===== config.mk =====
export PLATFORM = sky130hd
export DESIGN_NAME = module_instr_fetch
export DESIGN_NICKNAME = d
export VERILOG_FILES = /design/src/rtl/module_instr_fetch_pkg.sv /design/src/rtl/module_prefetch_fifo.sv /design/src/rtl/module_instr_fetch.sv
export SDC_FILE = /design/constraint.sdc
export NUM_CORES = 1
export LEC_CHECK = 0
export ABC_AREA = 1
export BUFFER_PORTS_ARGS = -buffer_cell sky130_fd_sc_hd__clkbuf_2
export CORE_MARGIN = 5
export CORE_UTILIZATION = 60
export CTS_BUF_LIST = sky130_fd_sc_hd__clkbuf_16
export CTS_CLUSTER_SIZE = 30
export DETAILED_ROUTE_END_ITERATION = 8
export PLACE_DENSITY = 0.87
export SYNTH_ARGS = -nofsm -noshare
export SYNTH_HDL_FRONTEND = slang
export SYNTH_SLANG_ARGS = --single-unit
export TNS_END_PERCENT = 100

===== constraint.sdc =====
create_clock -name clk -period 4.23 [get_ports clk]
set_input_delay 0.6345 -clock clk [delete_from_list [all_inputs] [get_ports clk]]
set_output_delay 0.6345 -clock clk [all_outputs]
set_load 0.005 [all_outputs]

===== src/rtl/module_instr_fetch_pkg.sv =====
// Shared fetch/decode definitions: default geometry, opcode encodings and
// instruction field positions.
package module_instr_fetch_pkg;

    localparam int unsigned IF_ADDR_W   = 8;
    localparam int unsigned IF_INSTR_W  = 16;
    localparam int unsigned IF_OPCODE_W = 3;
    localparam int unsigned IF_DEPTH    = 4;
    localparam int unsigned IF_RESET_PC = 0;

    localparam int unsigned OPCODE_MSB = IF_INSTR_W - 1;
    localparam int unsigned OPCODE_LSB = IF_INSTR_W - IF_OPCODE_W;

    typedef enum logic [IF_OPCODE_W-1:0] {
        OP_ADD  = 3'b000,
        OP_MOVI = 3'b001
    } opcode_e;

endpackage


===== src/rtl/module_prefetch_fifo.sv =====
// Synchronous prefetch FIFO; head word is read straight from registered storage.
module module_prefetch_fifo #(
    parameter int unsigned DEPTH = 4,
    parameter int unsigned WIDTH = 24
) (
    input  logic                     clk,
    input  logic                     rst,
    input  logic                     push,
    input  logic                     pop,
    input  logic                     flush,
    input  logic [WIDTH-1:0]         din,
    output logic [WIDTH-1:0]         dout,
    output logic [$clog2(DEPTH):0]   count,
    output logic                     empty,
    output logic                     full
);

    localparam int unsigned PTR_W = $clog2(DEPTH);
    localparam logic [PTR_W-1:0] PTR_ONE  = PTR_W'(1);
    localparam logic [PTR_W:0]   CNT_ONE  = (PTR_W+1)'(1);
    localparam logic [PTR_W:0]   CNT_FULL = (PTR_W+1)'(DEPTH);

    logic [WIDTH-1:0] mem_q [DEPTH];
    logic [PTR_W-1:0] wptr_q, wptr_d;
    logic [PTR_W-1:0] rptr_q, rptr_d;
    logic [PTR_W:0]   count_q, count_d;
    logic             do_push, do_pop;

    assign empty   = (count_q == '0);
    assign full    = (count_q == CNT_FULL);
    assign count   = count_q;
    assign dout    = mem_q[rptr_q];
    assign do_pop  = pop && !empty;
    assign do_push = push && (!full || do_pop);

    always_comb begin
        wptr_d  = wptr_q;
        rptr_d  = rptr_q;
        count_d = count_q;
        if (flush) begin
            wptr_d  = '0;
            rptr_d  = '0;
            count_d = '0;
        end else begin
            if (do_push) wptr_d = wptr_q + PTR_ONE;
            if (do_pop)  rptr_d = rptr_q + PTR_ONE;
            unique case ({do_push, do_pop})
                2'b10:   count_d = count_q + CNT_ONE;
                2'b01:   count_d = count_q - CNT_ONE;
                default: count_d = count_q;
            endcase
        end
    end

    always_ff @(posedge clk) begin
        if (rst) begin
            wptr_q  <= '0;
            rptr_q  <= '0;
            count_q <= '0;
        end else begin
            wptr_q  <= wptr_d;
            rptr_q  <= rptr_d;
            count_q <= count_d;
        end
    end

    always_ff @(posedge clk) begin
        if (!rst && !flush && do_push) mem_q[wptr_q] <= din;
    end

endmodule


===== src/rtl/module_instr_fetch.sv =====
// Fetch stage: PC, credit-based reads into the prefetch queue, redirect flush,
// and valid/ready delivery of {instr, opcode, pc} to the decoder.
module module_instr_fetch
    import module_instr_fetch_pkg::*;
#(
    parameter int unsigned ADDR_W   = IF_ADDR_W,
    parameter int unsigned INSTR_W  = IF_INSTR_W,
    parameter int unsigned OPCODE   = IF_OPCODE_W,
    parameter int unsigned DEPTH    = IF_DEPTH,
    parameter int unsigned RESET_PC = IF_RESET_PC
) (
    input  logic               clk,
    input  logic               rst,
    output logic               imem_rd_en,
    output logic [ADDR_W-1:0]  imem_addr,
    input  logic [INSTR_W-1:0] imem_rdata,
    output logic               instr_valid,
    input  logic               instr_ready,
    output logic [INSTR_W-1:0] instr,
    output logic [OPCODE-1:0]  opcode,
    output logic [ADDR_W-1:0]  instr_pc,
    input  logic               redirect_en,
    input  logic [ADDR_W-1:0]  redirect_pc
);

    localparam int unsigned CNT_W   = $clog2(DEPTH) + 1;
    localparam int unsigned ENTRY_W = INSTR_W + ADDR_W;

    logic [ADDR_W-1:0]  pc_q, pc_d;
    logic               inflight_q, inflight_d;
    logic [ADDR_W-1:0]  inflight_pc_q, inflight_pc_d;

    logic [CNT_W-1:0]   fifo_count;
    logic               fifo_empty, fifo_full;
    logic [ENTRY_W-1:0] fifo_dout;
    logic               fifo_push, fifo_pop;
    logic [CNT_W:0]     credit_used;
    logic               issue;

    // Queue slots already spoken for: stored words plus the response on its way.
    assign credit_used = {1'b0, fifo_count} + {{CNT_W{1'b0}}, inflight_q};
    assign issue       = !rst && !redirect_en && !fifo_full
                         && (credit_used < (CNT_W+1)'(DEPTH));

    // A response arriving during a redirect belongs to the abandoned stream.
    assign fifo_push = inflight_q && !redirect_en && !rst;
    assign fifo_pop  = instr_valid && instr_ready && !redirect_en;

    always_comb begin
        pc_d          = pc_q;
        inflight_d    = issue;
        inflight_pc_d = inflight_pc_q;
        if (redirect_en) begin
            pc_d = redirect_pc;
        end else if (issue) begin
            pc_d          = pc_q + ADDR_W'(1);
            inflight_pc_d = pc_q;
        end
    end

    always_ff @(posedge clk) begin
        if (rst) begin
            pc_q          <= ADDR_W'(RESET_PC);
            inflight_q    <= 1'b0;
            inflight_pc_q <= '0;
        end else begin
            pc_q          <= pc_d;
            inflight_q    <= inflight_d;
            inflight_pc_q <= inflight_pc_d;
        end
    end

    module_prefetch_fifo #(
        .DEPTH (DEPTH),
        .WIDTH (ENTRY_W)
    ) u_fifo (
        .clk   (clk),
        .rst   (rst),
        .push  (fifo_push),
        .pop   (fifo_pop),
        .flush (redirect_en),
        .din   ({imem_rdata, inflight_pc_q}),
        .dout  (fifo_dout),
        .count (fifo_count),
        .empty (fifo_empty),
        .full  (fifo_full)
    );

    assign imem_rd_en  = issue;
    assign imem_addr   = pc_q;
    assign instr_valid = !fifo_empty;
    assign instr       = instr_valid ? fifo_dout[ENTRY_W-1 -: INSTR_W] : '0;
    assign instr_pc    = instr_valid ? fifo_dout[ADDR_W-1:0] : '0;
    assign opcode      = instr[INSTR_W-1 -: OPCODE];

endmodule


==> flow_summary_export.csv <==
group,metric,value,unit
setup_path,cp.depth,5,
synth,yosysTopAreaCell,"edfxtp_1",
placed_design,port_buffers,64,
layout,final_area,0.00605,mm2
hold_path,min_from,"imem_rdata[14]",
sta,setup_viol,0,
floorplan,fp.dieH,102,um
floorplan,rows,33,
setup_path,path_delay_family,"flip-flops",
setup_path,crit_chain,"inv_1 -> nor2_1 -> o21ai_0 -> a21oi_1 -> clkbuf_2",
power_and_ir_drop,p_comb_share,2.8,%
sta,period_share,82.6,%
power_and_ir_drop,power_per_cell_area,485,mW/mm2
synth,syn_inst,469,
setup_path,crit_path_end_kind,"output port",
grt,grt_pass1_wl,16900,um
sta,fin_skew,5.96,ps
routing,post_drt_wl_per_cell,16.2,um
placed_design,dpl_cell_area,0.00542,mm2
sta,tightest_slew,985,ps
synth,seq_area_frac_synth,67.1,%
floorplan,coreArea,0.00822,mm2
power_and_ir_drop,p_seq_share,45.1,%
clocking,cts_root_buffer,"clkbuf_16",
layout,diodes,0,
power_and_ir_drop,power_leakage,2.34,nW
routing,vias,3579,
layout,layout.nets,567,
sta,fmax,286,MHz
routing,vias_per_cell,5.51,
setup_path,r2r_slack,2130,ps
synth,syn_area_per_cell,10.8,um2
sta,drv_slew,0,
setup_path,slowest_delay,960,ps
setup_path,crit_fanout,25,
run,maxCapViolations,0,
layout,final_common_cell,"nor2_1",
clocking,holdBufCountCts,0,
clocking,path_clk_slew,50,ps
layout,layout_common_cells,"116 x nor2_1, 96 x edfxtp_1, 64 x clkbuf_2",
clocking,cts_tree,"yes",
setup_path,worst_ep_arrival_time,2860,ps
grt,grt_pass1_vias,3550,
setup_path,crit_slowest_cell,"dfxtp_1",
layout,drive_gt1_share,20.7,%
sta,finalSetupTns,0,ps
synth,ys_seq_elements,122,
floorplan,die_area,0.0104,mm2
grt,grt_overflow_total,0,
sta,rsz0062_at_grt,"false",
routing,dr.pass1.iters,5,
power_and_ir_drop,clockPowerShare,52.0,%
sta,slew_headroom,34.3,%
sta,layout_setup_ws,737,ps
grt,grt_max_degree,50,
synth,synth_top_area_share,56.8,%
placed_design,gp_congestion,0.801,
synth,ys_warn_count,0,
placed_design,dp_hpwl,6350,um
hold_path,hold_path.class,"in -> reg",
routing,first_iter_violations,347,
power_and_ir_drop,power.switching,0.561,mW
floorplan,io_pins,65,
layout,fin_util,73.6,%
clocking,post-cts-setup-buffers,0,
routing,drc,0,
grt,grt_util_all_layers,21.7,%
setup_path,path_class,"reg -> out",
setup_path,cp-start-kind,"flip-flop",
routing,routed_wl,10500,um
setup_path,timing.rr.end,"u_fifo.count[2]",
layout,fillCellCount,520,
setup_path,path_buf_inv,2,
synth,synth_area_leaders,"edfxtp_1 57%, dfxtp_1 10%, nor2_1 8.9%, o21ai_0 5.0%, a21oi_1 3.9%",
routing,antenna_left,0,
floorplan,fp.dieW,102,um
sta,fin_crit,3490,ps
power_and_ir_drop,max-vdd-ir-drop,380,uV
layout,fin_cells,650,
sta,hold_slack,441,ps
power_and_ir_drop,switching_share,19.1,%
sta,hold_viol_final,0,
floorplan,start_util,61.7,%
power_and_ir_drop,intPower,2.38,mW
synth,synth_area,0.00507,mm2
clocking,cts_made_buffers,17,
clocking,ctsLongestPathBuffers,2,
synth,ys_types,28,
status,outcome,"finished clean",
layout,area_growth,19.2,%
setup_path,r2r_start,"u_fifo.count[2]",
synth,syn-num-nets,504,
setup_path,crit_required,3600,ps
power_and_ir_drop,total_power,2.94,mW
grt,antenna_found_initial,0,
placed_design,dp.cells,618,
clocking,clock_sinks,122,
clocking,htreeDepth,4,
setup_path,crit_end,"instr[0]",
clocking,clkLatencyLatePin,410,ps
setup_path,reg2reg_depth,11,
placed_design,dp_slack,1210,ps
clocking,post_cts_resize_count,0,
==> layer usage <==
metal  up-vias  routed length (um)  global-route usage [%]
li1       1731                   -                       -
met1      1677                4040                    25.0
met2       149                5460                    37.7
met3        22                 866                    7.24
met4         0                 173                    8.48
met5         -                   0                       0
==> cell families (layout without fill, tap and decap cells) <==
group,count (synthesis),count (layout),synth area share (%)
adder cells (fa/ha/maj),7,7,1.87
AO/OA/AOI/OAI,105,105,10.6
buffers and inverters,55,131,5.33
XOR/XNOR,2,2,0.345
AND/OR/NAND/NOR,178,178,14.8
flip-flops,122,122,67.1
==> power by group through the flow <==
stage | clock, mW | sequential [mW] | combinational [mW]
finish | 1.53 | 1.33 | 0.0836
global route | 1.60 | 1.33 | 0.0946
CTS | 1.54 | 1.33 | 0.0840
floorplan | 0 | 1.34 | 0.0496
detailed placement | 0 | 1.35 | 0.0829
global placement | 0 | 1.35 | 0.0787
==> state kept, by name, indices dropped and copies added, names as in the netlist, named ones only <==
name and flops:
imem_addr 8, inflight_pc_q 8, inflight_q 1, u_fifo.count 3, u_fifo.mem_q 96, u_fifo.rptr_q 2, u_fifo.wptr_q 2
==> cell type report <==
type / count / area [um2] / share of cell area [%]
flip-flops and latches: 122 / 3400 / 56.3
multi-input cells: 292 / 1410 / 23.3
clock buffers: 17 / 425 / 7.03
repair buffers: 68 / 350 / 5.79
clock inverters: 15 / 206 / 3.41
well taps: 105 / 131 / 2.17
inverters: 31 / 121 / 2.01
==> synth_stat cells, drive strengths merged <==
master,number
nor2,121
a21boi,2
edfxtp,96
buf,18
nand4,1
nand2,36
clkbuf,6
dfxtp,26
ha,6
nand3,19
a21oi,42
nand3b,1
fa,1
o21ai,61
inv,31
xor2,2
==> worst min-delay path by stage <==
stage                     slack [ps]  depth (start not counted)                   to
after floorplan                  450                          1            flip-flop
after global placement           470                          1     u_fifo.rptr_q[0]
after detailed placement         490                          1     u_fifo.rptr_q[0]
after CTS                        430                          1  u_fifo.mem_q[0][12]
after global routing             430                          1  u_fifo.mem_q[3][12]
final                            440                          1  u_fifo.mem_q[2][22]
No activity file was read; power rests on OpenSTA's default activity.
